**config.mk**
```make
export PLATFORM = sky130hd
export DESIGN_NAME = td4_sequencer_flat
export DESIGN_NICKNAME = d
export VERILOG_FILES = /design/src/rtl/td4_sequencer_pkg.sv /design/src/rtl/td4_sequencer_if.sv /design/src/rtl/td4_sequencer_ctrl_decode.sv /design/src/rtl/td4_sequencer.sv /design/src/flat_wrapper.sv
export SDC_FILE = /design/constraint.sdc
export NUM_CORES = 1
export LEC_CHECK = 0
export CAP_MARGIN = 40
export CORE_ASPECT_RATIO = 0.9
export CORE_MARGIN = 4
export CORE_UTILIZATION = 28
export DETAILED_ROUTE_END_ITERATION = 10
export PLACE_DENSITY = 0.6
export SYNTH_ARGS = -nofsm -noshare
export SYNTH_HDL_FRONTEND = slang
export SYNTH_SLANG_ARGS = --single-unit
```
**constraint.sdc**
```tcl
create_clock -name clk -period 1.45 [get_ports clk]
set_input_delay 0.29 -clock clk [delete_from_list [all_inputs] [get_ports clk]]
set_output_delay 0.29 -clock clk [all_outputs]
set_load 0.01 [all_outputs]
```
**src/rtl/td4_sequencer_pkg.sv**
```systemverilog
// Shared definitions for the TD4 sequencer: state encoding, opcode map,
// datapath source selects and the bundled control-strobe word.
package td4_sequencer_pkg;

   typedef enum logic [1:0] {
      ST_HALT  = 2'd0,
      ST_FETCH = 2'd1,
      ST_EXEC  = 2'd2,
      ST_FAULT = 2'd3
   } state_e;

   localparam logic [3:0] OP_ADD_A_IM = 4'b0000;
   localparam logic [3:0] OP_MOV_A_B  = 4'b0001;
   localparam logic [3:0] OP_IN_A     = 4'b0010;
   localparam logic [3:0] OP_MOV_A_IM = 4'b0011;
   localparam logic [3:0] OP_MOV_B_A  = 4'b0100;
   localparam logic [3:0] OP_ADD_B_IM = 4'b0101;
   localparam logic [3:0] OP_IN_B     = 4'b0110;
   localparam logic [3:0] OP_MOV_B_IM = 4'b0111;
   localparam logic [3:0] OP_OUT_B    = 4'b1001;
   localparam logic [3:0] OP_OUT_IM   = 4'b1011;
   localparam logic [3:0] OP_JNC      = 4'b1110;
   localparam logic [3:0] OP_JMP      = 4'b1111;

   localparam logic [1:0] SEL_A    = 2'd0;
   localparam logic [1:0] SEL_B    = 2'd1;
   localparam logic [1:0] SEL_IN   = 2'd2;
   localparam logic [1:0] SEL_ZERO = 2'd3;

   typedef struct packed {
      logic [1:0] mux_sel;
      logic       load_a;
      logic       load_b;
      logic       load_out;
      logic       load_pc;
      logic       pc_inc;
      logic       illegal;
   } ctrl_t;

   localparam ctrl_t CTRL_IDLE = '0;

endpackage

```
**src/rtl/td4_sequencer_if.sv**
```systemverilog
// Program-ROM fetch handshake between the sequencer (master) and the ROM (slave).
interface td4_sequencer_if;
   logic       rom_req;
   logic       rom_ack;
   logic [7:0] rom_data;

   modport master (output rom_req, input rom_ack, input rom_data);
   modport slave  (input rom_req, output rom_ack, output rom_data);
endinterface

```
**src/rtl/td4_sequencer_ctrl_decode.sv**
```systemverilog
// Combinational opcode decoder: IR[7:4] plus carry flag to datapath strobes.
module td4_ctrl_decode
   import td4_sequencer_pkg::*;
(
   input  logic [3:0] opcode,
   input  logic       flag_c,
   output ctrl_t      ctrl
);

   // Every non-jump opcode, legal or not, advances the PC by increment.
   always_comb begin
      ctrl        = CTRL_IDLE;
      ctrl.pc_inc = 1'b1;
      case (opcode)
         OP_ADD_A_IM: begin ctrl.mux_sel = SEL_A;    ctrl.load_a   = 1'b1; end
         OP_MOV_A_B:  begin ctrl.mux_sel = SEL_B;    ctrl.load_a   = 1'b1; end
         OP_IN_A:     begin ctrl.mux_sel = SEL_IN;   ctrl.load_a   = 1'b1; end
         OP_MOV_A_IM: begin ctrl.mux_sel = SEL_ZERO; ctrl.load_a   = 1'b1; end
         OP_MOV_B_A:  begin ctrl.mux_sel = SEL_A;    ctrl.load_b   = 1'b1; end
         OP_ADD_B_IM: begin ctrl.mux_sel = SEL_B;    ctrl.load_b   = 1'b1; end
         OP_IN_B:     begin ctrl.mux_sel = SEL_IN;   ctrl.load_b   = 1'b1; end
         OP_MOV_B_IM: begin ctrl.mux_sel = SEL_ZERO; ctrl.load_b   = 1'b1; end
         OP_OUT_B:    begin ctrl.mux_sel = SEL_B;    ctrl.load_out = 1'b1; end
         OP_OUT_IM:   begin ctrl.mux_sel = SEL_ZERO; ctrl.load_out = 1'b1; end
         OP_JMP: begin
            ctrl.mux_sel = SEL_ZERO;
            ctrl.load_pc = 1'b1;
            ctrl.pc_inc  = 1'b0;
         end
         OP_JNC: begin
            if (!flag_c) begin
               ctrl.mux_sel = SEL_ZERO;
               ctrl.load_pc = 1'b1;
               ctrl.pc_inc  = 1'b0;
            end else begin
               ctrl.pc_inc  = 1'b1;
            end
         end
         default: ctrl.illegal = 1'b1;
      endcase
   end

endmodule

```
**src/rtl/td4_sequencer.sv**
```systemverilog
// TD4 fetch/execute controller: HALT/FETCH/EXEC/FAULT FSM with ROM handshake,
// timeout fault, single-step support and EXEC-gated datapath strobes.
module td4_sequencer
   import td4_sequencer_pkg::*;
#(
   parameter int TIMEOUT = 15
) (
   input  logic                   clk,
   input  logic                   reset,
   input  logic                   run,
   input  logic                   step,
   input  logic                   halt_req,
   input  logic                   flag_c,
   td4_sequencer_if.master        rom,
   output logic [3:0]             imm,
   output logic [1:0]             mux_sel,
   output logic                   load_a,
   output logic                   load_b,
   output logic                   load_out,
   output logic                   load_pc,
   output logic                   pc_inc,
   output logic                   halted,
   output logic                   illegal,
   output logic                   fault
);

   localparam logic [7:0] TIMEOUT_LAST = 8'(TIMEOUT - 1);

   state_e     state_q, state_d;
   logic [7:0] ir_q, ir_d;
   logic [7:0] cnt_q, cnt_d;
   logic       step_q, step_d;
   ctrl_t      dec_s, ctrl_s;

   always_ff @(posedge clk) begin
      if (reset) begin
         state_q <= ST_HALT;
         ir_q    <= 8'h00;
         cnt_q   <= 8'd0;
         step_q  <= 1'b0;
      end else begin
         state_q <= state_d;
         ir_q    <= ir_d;
         cnt_q   <= cnt_d;
         step_q  <= step_d;
      end
   end

   always_comb begin
      state_d = state_q;
      ir_d    = ir_q;
      cnt_d   = cnt_q;
      step_d  = step_q;
      case (state_q)
         ST_HALT: begin
            if (step) begin
               state_d = ST_FETCH;
               step_d  = 1'b1;
            end else if (run && !halt_req) begin
               state_d = ST_FETCH;
               step_d  = 1'b0;
            end else begin
               state_d = ST_HALT;
            end
         end
         ST_FETCH: begin
            // Counter value k means k ack-less request cycles have already elapsed.
            if (rom.rom_ack) begin
               ir_d    = rom.rom_data;
               cnt_d   = 8'd0;
               state_d = ST_EXEC;
            end else if (cnt_q == TIMEOUT_LAST) begin
               cnt_d   = 8'd0;
               state_d = ST_FAULT;
            end else begin
               cnt_d   = cnt_q + 8'd1;
            end
         end
         ST_EXEC: begin
            step_d = 1'b0;
            if (halt_req || step_q || !run) begin
               state_d = ST_HALT;
            end else begin
               state_d = ST_FETCH;
            end
         end
         ST_FAULT: state_d = ST_FAULT;
         default:  state_d = ST_HALT;
      endcase
   end

   td4_ctrl_decode u_decode (
      .opcode (ir_q[7:4]),
      .flag_c (flag_c),
      .ctrl   (dec_s)
   );

   always_comb begin
      if (state_q == ST_EXEC) begin
         ctrl_s = dec_s;
      end else begin
         ctrl_s = CTRL_IDLE;
      end
   end

   assign rom.rom_req = (state_q == ST_FETCH);
   assign halted      = (state_q == ST_HALT);
   assign fault       = (state_q == ST_FAULT);
   assign imm         = ir_q[3:0];
   assign mux_sel     = ctrl_s.mux_sel;
   assign load_a      = ctrl_s.load_a;
   assign load_b      = ctrl_s.load_b;
   assign load_out    = ctrl_s.load_out;
   assign load_pc     = ctrl_s.load_pc;
   assign pc_inc      = ctrl_s.pc_inc;
   assign illegal     = ctrl_s.illegal;

endmodule
```
**src/flat_wrapper.sv**
```systemverilog
// flat-port wrapper written by rule: the top's interface ports become plain ports
module td4_sequencer_flat import td4_sequencer_pkg::*;
#(
   parameter int TIMEOUT = 15
)
  (clk, reset, run, step, halt_req, flag_c, imm, mux_sel, load_a, load_b, load_out, load_pc, pc_inc, halted, illegal, fault, rom_rom_req, rom_rom_ack, rom_rom_data);
  td4_sequencer_if rom_i ();
  input  logic clk;
  input  logic reset;
  input  logic run;
  input  logic step;
  input  logic halt_req;
  input  logic flag_c;
  output logic [3:0] imm;
  output logic [1:0] mux_sel;
  output logic load_a;
  output logic load_b;
  output logic load_out;
  output logic load_pc;
  output logic pc_inc;
  output logic halted;
  output logic illegal;
  output logic fault;
  output wire logic [$bits(rom_i.rom_req)-1:0] rom_rom_req;
  input wire logic [$bits(rom_i.rom_ack)-1:0] rom_rom_ack;
  input wire logic [$bits(rom_i.rom_data)-1:0] rom_rom_data;
  assign rom_rom_req = rom_i.rom_req;
  assign rom_i.rom_ack = rom_rom_ack;
  assign rom_i.rom_data = rom_rom_data;
  td4_sequencer #(.TIMEOUT(TIMEOUT)) u_core (.clk(clk), .reset(reset), .run(run), .step(step), .halt_req(halt_req), .flag_c(flag_c), .rom(rom_i), .imm(imm), .mux_sel(mux_sel), .load_a(load_a), .load_b(load_b), .load_out(load_out), .load_pc(load_pc), .pc_inc(pc_inc), .halted(halted), .illegal(illegal), .fault(fault));
endmodule
```
Yosys cells after proc, flatten, opt, wreduce, memory -nomap -nowiden:

Index checks and enable logic that the tools add are counted.

* flip-flop bits (word level): 19
* bits in latches: 0
* bits in writable memories: 0
* ROM bits: 0
* bits of input ports: 15
* output and inout port bits: 15
* logic and storage cells: 60
* memories kept: 0

* $add $sub $neg: 1
* multiply operators: 0
* divide/modulo/power cells: 0
* magnitude comparators: 0
* equal/unequal tests: 17
* shift-type cells: 0
* multiplexer cells: 21
* bitwise operators: 0
* reduce and logical (&&, ||, !) cells: 17

Operators with widths (number)
* 2-to-1 mux 8 bit: 3
* equality test 4 x 3 -> 1 bit, second input constant: 4
* equality test 4 bit, second input constant: 4
* case mux 2 bit (4 select lines): 2
* OR reduction 12 bit: 1
* OR reduction 4 bit: 3
* 2-to-1 mux 1 bit: 10
* adder 8 x 1 -> 8 bit, second input constant: 1
* equality test 4 x 2 -> 1 bit, second input constant: 2
* equality test 8 x 4 -> 1 bit, second input constant: 1
* 2-to-1 mux 2 bit: 4
* equality test 2 bit, second input constant: 2
* equality test 4 x 1 -> 1 bit, second input constant: 1
* zero test 4 bit: 1
* case mux 2 bit (2 select lines): 1
* AND reduction 2 bit: 2
* OR reduction 2 bit: 2
* != test 3 x 1 -> 1 bit, second input constant: 1
* != test 3 x 2 -> 1 bit, second input constant: 1
* OR reduction 3 bit: 1
* equality test 2 x 1 -> 1 bit, second input constant: 1
* zero test 1 bit: 2
* zero test 2 bit: 1
* logical OR 1 bit: 2
* other kinds (3): 3

Depth between registers and ports, before layout:

* depth after elaboration: 5
* depth in mapped cells: 6
* mapped depth without buffers: 5

Cells and area by module:

Synthesis repeated with hierarchy kept, for this count alone.

* cells, all modules: 134
* area total of the unflattened synthesis: 1077.3 µm²

Modules (own cells, without submodules)
* td4_sequencer: times used 1, cells an instance 118, area an instance 964.7 µm², seq. area each 380.4 µm²
* td4_ctrl_decode: times used 1, cells an instance 16, area an instance 112.6 µm², seq. area each 0.0 µm²

Least setup slack after synthesis:

No wires, ideal clock.

* kind: flip-flop to output port
* start point: register u_core.state_q[0]
* end point: output illegal
* arrival time: 1.357 ns
* data required time: 1.160 ns
* slack: -0.197 ns
* cell stages (with the launch flop): 4
* cells stage by stage: dfxtp_1 > buf_4 > or2b_1 > a2111oi_0

* cells in the longest elaborated chain, start to end: 2

Ends and longest elaborated chain
* start, declared: line td4_sequencer.sv:29 `state_e state_q, state_d;`
* start signal, assigned: line td4_sequencer.sv:42 `state_q <= state_d;`
* equality test 2 bit: line td4_sequencer.sv:99 `if (state_q == ST_EXEC) begin`
* 2-to-1 mux 8 bit: line td4_sequencer.sv:99
* end, declared: line flat_wrapper.sv:22 `output logic illegal;`

No other way between the ends.

Worst setup path after layout:

* start point: register u_core.state_q[1]
* end point: register u_core.cnt_q[6]

* cells in the longest elaborated chain, start to end: 1

Ends and longest elaborated chain
* equality test 2 x 1 -> 1 bit: line td4_sequencer.sv:54 `case (state_q)`
* end signal, assigned: line td4_sequencer.sv:44 `cnt_q <= cnt_d;`
* end, declared: line td4_sequencer.sv:31 `logic [7:0] cnt_q, cnt_d;`

No other way between the ends.
A chain may end at the register's enable or synchronous reset.

==> impl_results.md <==
- Top cells by area, synth: dfxtp_1 37%, a21oi_1 6.9%, nand2_1 6.3%
- Sequential element share of the synthesized area: ~37%
- Antenna violations before repair: 0
- DRC Markers: 0
- Slowest stage cell, crit path: or4b_4
- PortBufs: 29
- Cell area after synthesis: 1020 um^2
- Worst path required time: around 1.6 ns
- CP Launch Type: flop
- Die area: 4660 um^2
- Met3 usage: 3.67%
- CTS clk-pin slew, worst paths: 0.08 ns
- Worst setup path category: flop to flop
- Post-layout total power: 1.21 mW
- Vias in the first global route: a little over 1000
- HP Class: flop to flop
- WL/cell: 13.8 um
- # rows: 20
- Largest area contributor in the netlist: dfxtp_1
- Met1 Use GR: 14.8%
- Post-synth top area share: 37.4%
- Leakage: 0.680 nW
- Num ports: 30
- Max IR drop VDD: between 0.5 and 0.6 mV
- Post-synthesis cell type count: 37
- Slew HR: 80.5%
- Vias per inst: 4.91
- Share of layout cells above drive strength 1: 35.6%
- Clock tree buffer depth: 2
- Clock Skews: 0.00587 ns
- Final Wtd Congestion: between 0.7 and 0.8
- Max incr delay on CP: just under 0.5 ns
- HPWL after DPL: 2020 um
- Multi-input gate area: 653 um^2
- FF/Latch Area: 392 um^2
- First-pass GRT wire length: 4560 um
- Met2 GRT Util: 20.9%
- Final Worst Setup Slack: -0.163 ns
- CP cell instances: buf_6 > or4b_4 > a31oi_4 > a41oi_2 > a31oi_1
- P&R area growth vs syn: 59.5%
- Worst Max-Slew Pin Slew: 0.293 ns
- # setup viols final: 13
- Hold_buf cts: 0
- Initial Utilization: 29.7%
- CTS Root Cell: clkbuf_8
- Total number of vias: about 1100
- Placed cell count: 209
- Period Utilization, post-route: 111%
- Failing checks: setup timing
- Total grt overflow: 0
- RSZ-0062 raised after global routing: yes
- DR iter-0 viols: 24
- Nets: approximately 190
- Antenna diode count: 0
- Commonest non-fill, non-tap cell in the layout: buf_4
- Crit-path max FO: 7
- Synth Instances: about 130
- Core region area: around 3400 um^2
- CP delay by family, top: compound AO/OA/AOI/OAI gates
- Synth Register Bits: 19
- Syn avg cell area: 7.95 um^2
- CTS tree: done
- Post-route insts no fill: 218
- Min Clock Period, post-route: 1.61 ns
- Final WL: about 3000 um
- Status: finished with violations
- CP arrival: between 1.5 and 2 ns
- DRT antenna net count: 0
- Clock Sinks: 19
- EDFF count, synth: 0
- All-Layer GR Usage: a little under an eighth
- H-tree depth: 1
- Max-slew violation count: 0
- P per Cell Area: between 700 and 800 nW/um^2
- Async S/R FF share, synth: 0%
- Largest net degree at the start of global routing: 17
- Grt peak-use layer: met2
- Most used DFF post-synth: dfxtp_1
- FMAX: 620 MHz
- Final hold vios: 0
- Horiz. Die Dim: 71.5 um
- TritonCTS buffer count: 3
- Commonest non-fill, non-tap cells in the layout: 17 x buf_4, 16 x nand2_1, 14 x a21oi_1
- Crit end category: flop
- Worst skew pair latency: 0.26 ns
- Buf+Inv Stages, Crit Path: 1
- Max-Cap Viols: 0
- Drt pass-1 iters: 4
- Die height: between 60 and 70 um
- Filler cells: 349
- Yosys warns: 0
- Mapped Nets: ~150
## logic make-up (layout without fill, tap and decap cells)
kind of cell | after synthesis | in the layout | share of synthesized area, %
adders and majority gates | 2 | 2 | 2.46
and+or+nand+nor | 56 | 56 | 27.6
xor gates and xnor gates | 2 | 2 | 1.72
buffers and inverters | 17 | 63 | 8.86
DFF | 19 | 19 | 37.4
AOI/OAI and AO/OA | 32 | 32 | 22.0
## where the power goes
| group | total [mW] | switching, mW | leakage [nW] | internal [mW] |
|---|---|---|---|---|
| clock network | 0.377 | 0.186 | 0.0255 | 0.192 |
| registers | 0.561 | 0.0176 | 0.158 | 0.543 |
| logic | 0.276 | 0.129 | 0.497 | 0.147 |
## final timing paths
| path | startpoint | endpoint | slack (ns) | depth (start not counted) |
|---|---|---|---|---|
| min reg2reg | u_core.ir_q[0] | u_core.ir_q[0] | 0.46 | 2 |
| min | u_core.ir_q[0] | u_core.ir_q[0] | 0.46 | 2 |
| max reg2reg | u_core.state_q[1] | u_core.cnt_q[6] | -0.16 | 5 |
| max | u_core.state_q[1] | u_core.cnt_q[6] | -0.16 | 5 |
## worst min-delay path: stages, from the launching register on
cell	delay, ns
dfxtp_1	0.31
nand2_1	0.05
a21oi_1	0.05
## layout make-up
class,count,area share (%)
Sequential cell,19,24.1
Tap cell,44,3.39
Timing Repair Buffer,52,27.8
Clock buffer,3,2.54
Multi-Input combinational cell,92,40.2
Inverter,7,1.62
Clock inverter,1,0.308
## stage by stage
stage          hold WS, ns  area, um^2  utilization [%]  setup WS (ns)  setup TNS [ns]
3_5_place_dp         0.450        1440             42.0         -0.571           -6.79
5_1_grt              0.479        1620             47.3         -0.236           -2.18
6_report             0.459        1620             47.3         -0.163           -1.29
4_1_cts              0.460        1510             44.2         -0.136           -1.27
3_3_place_gp         0.443        1440             42.0         -0.543           -6.05
2_1_floorplan        0.434        1020                -        0.00787               0
## metal layers
| layer | vias up | wire length, um |
|---|---|---|
| met1 | 506 | 1310 |
| met4 | 0 | 12 |
| met3 | 3 | 181 |
| met2 | 22 | 1510 |
| met5 | - | 0 |
| li1 | 540 | - |
## what timing repair did
action                                  in CTS  in global routing
pin swaps                                   10                  8
endpoints found under the setup margin      19                 25
setup buffers                                1                  4
gates resized for setup                     60                 21
## Yosys cell counts (2+ instances only)
library cell / n
and3_1: 2
nand3_1: 11
buf_4: 5
a21oi_1: 14
a31oi_1: 4
nand2b_1: 3
nand2_1: 17
nor2_1: 8
ha_1: 2
clkbuf_1: 3
inv_1: 7
nor2b_1: 2
nor3_1: 4
dfxtp_1: 19
a22o_1: 3
and2_1: 3
## state kept, by name, summed over array words and instances, names as in the netlist
| name | flops |
|---|---|
| u_core.state_q | 2 |
| u_core.step_q | 1 |
| u_core.ir_q | 8 |
| u_core.cnt_q | 8 |
Note: power is estimated with default switching activity, not from simulation.
==> RTL edit: new RTL, config.mk and constraints unchanged <==
Encoding of `state_e`: now one-hot (4 bits for 4 states).
--- a/src/rtl/td4_sequencer_pkg.sv
+++ b/src/rtl/td4_sequencer_pkg.sv
@@ -2,11 +2,11 @@
 // datapath source selects and the bundled control-strobe word.
 package td4_sequencer_pkg;
 
-   typedef enum logic [1:0] {
-      ST_HALT  = 2'd0,
-      ST_FETCH = 2'd1,
-      ST_EXEC  = 2'd2,
-      ST_FAULT = 2'd3
+   typedef enum logic [3:0] {
+      ST_HALT  = 4'b0001,
+      ST_FETCH = 4'b0010,
+      ST_EXEC  = 4'b0100,
+      ST_FAULT = 4'b1000
    } state_e;
 
    localparam logic [3:0] OP_ADD_A_IM = 4'b0000;
Formal check against the unedited RTL: no difference found for any inputs over 10 cycles, from zero or initial values and one cycle with reset high; not proved beyond that.
==> RTL edit against the unedited design <==
The run still ends with setup timing left; utilization up 9.7 points; sequential share of layout area down 4.4 points; setup slack worse by 0.25 ns; design area up 33%; non-clock buffer count up 19; area after synthesis up 10%; wire length up 25%; sequential cell count up 2; total power up 11%; critical endpoint is now mux_sel[0]; largest cell class unchanged.
==> RTL edit: results <==
export IMPL_cts_buffers=3
export IMPL_grt_pass1_wl_um=5644
export IMPL_worstPathMaxFanout=6
export IMPL_powerClk_mw=0.390
export IMPL_use_met1=0.1717
export IMPL_p_leak_nw=0.8574
export IMPL_synth_nets=154
export IMPL_setup_slack_ns=-0.4104
export IMPL_place_ws_ns=-0.5578
export IMPL_synth_seq_area_share=0.3758
export IMPL_gp_congestion=0.8738
export IMPL_ys_warn_count=0
export IMPL_drive_above_1_share=0.5171
export IMPL_status="complete, but fails checks"
export IMPL_wl_met3_um=128
export IMPL_synthTopCellsByCount="21 x dfxtp_1, 16 x nand2_1, 13 x a21oi_1, 12 x nand3_1"
export IMPL_routed_top_layer="met4"
export IMPL_clock_path_buffers=2
export IMPL_grt_max_degree=14
export IMPL_use_met2=0.2621
export IMPL_startpoint="u_core.state_q[0]"
export IMPL_placed_cells=234
export IMPL_via_per_inst=5.207
export IMPL_fillers=340
export IMPL_place_detailed_hpwl_um=2472
export IMPL_busiest_layer="met2"
export IMPL_fin_setup_tns_ns=-8.547
export IMPL_whs_path_depth=2
export IMPL_whs_ns=0.4903
export IMPL_ir_drop_v=0.0006118
export IMPL_route_met2_wl_um=1975
export IMPL_synth_cells=137
export IMPL_num_nets_final=223
export IMPL_synth_area_leaders="dfxtp_1 38%, a21oi_1 5.8%, nand3_1 5.4%"
export IMPL_fin_skew_ns=0.004703
export IMPL_track_usage=0.1431
export IMPL_first_iter_violations=62
export IMPL_synth_cell_type_count=39
export IMPL_critPathArrivalTime_ns=1.57
export IMPL_num_antenna_cells=0
export IMPL_crit_end="mux_sel[0]"
export IMPL_setup_viol=30
export IMPL_switching_power_mw=0.3813
export IMPL_failed_checks="setup timing"
export IMPL_p_int_mw=0.9699
export IMPL_ff_latch_area_sq_um=425.4
export IMPL_p_comb_frac=0.255
export IMPL_wl_met1_um=1626
export IMPL_detail_route_first_pass_iterations=4
export IMPL_grt_pass1_vias=1232
export IMPL_worstRegToRegCells=7
export IMPL_reg_top3="u_core.cnt_q (8), u_core.ir_q (8), u_core.state_q (4)"
export IMPL_num_vias=1307
export IMPL_placed_cell_area_sq_um=1712
export IMPL_grtUsageMet3=0.03084
export IMPL_wirelength_um=3766
export IMPL_ff2ff_setup_slack_ns=-0.37
export IMPL_slew_headroom=0.6360
-- RTL edit: kinds of logic (layout without fill, tap and decap cells) --
kind of cell	count (synthesis)	in the layout	synth area share
compound gates	35	35	0.2081
xor+xnor	3	3	0.02349
fa+ha+maj	2	2	0.02237
buf+inv	14	81	0.06263
flops	21	21	0.3758
simple gates	62	63	0.3076
-- RTL edit: repair_timing --
action,CTS,global route
gates resized for setup,75,47
buffers inserted,4,8
pin swaps,7,15
setup endpoints to repair,32,33
gates cloned,1,1
-- RTL edit: critical path: stages, from the launching register on --
cell,delay [ns]
dfxtp_2,0.33
buf_6,0.12
nor4b_4,0.25
buf_4,0.17
buf_6,0.10
buf_6,0.08
o221a_4,0.17
buf_6,0.10
-- RTL edit: layout make-up --
cell class / instances / share of cell area
clock inverter: 1 / 0.002317
multi-input combinational: 103 / 0.4479
tap: 46 / 0.02665
inverter: 6 / 0.01275
sequential: 21 / 0.1970
timing repair buffer: 71 / 0.2943
clock buffer: 3 / 0.01912
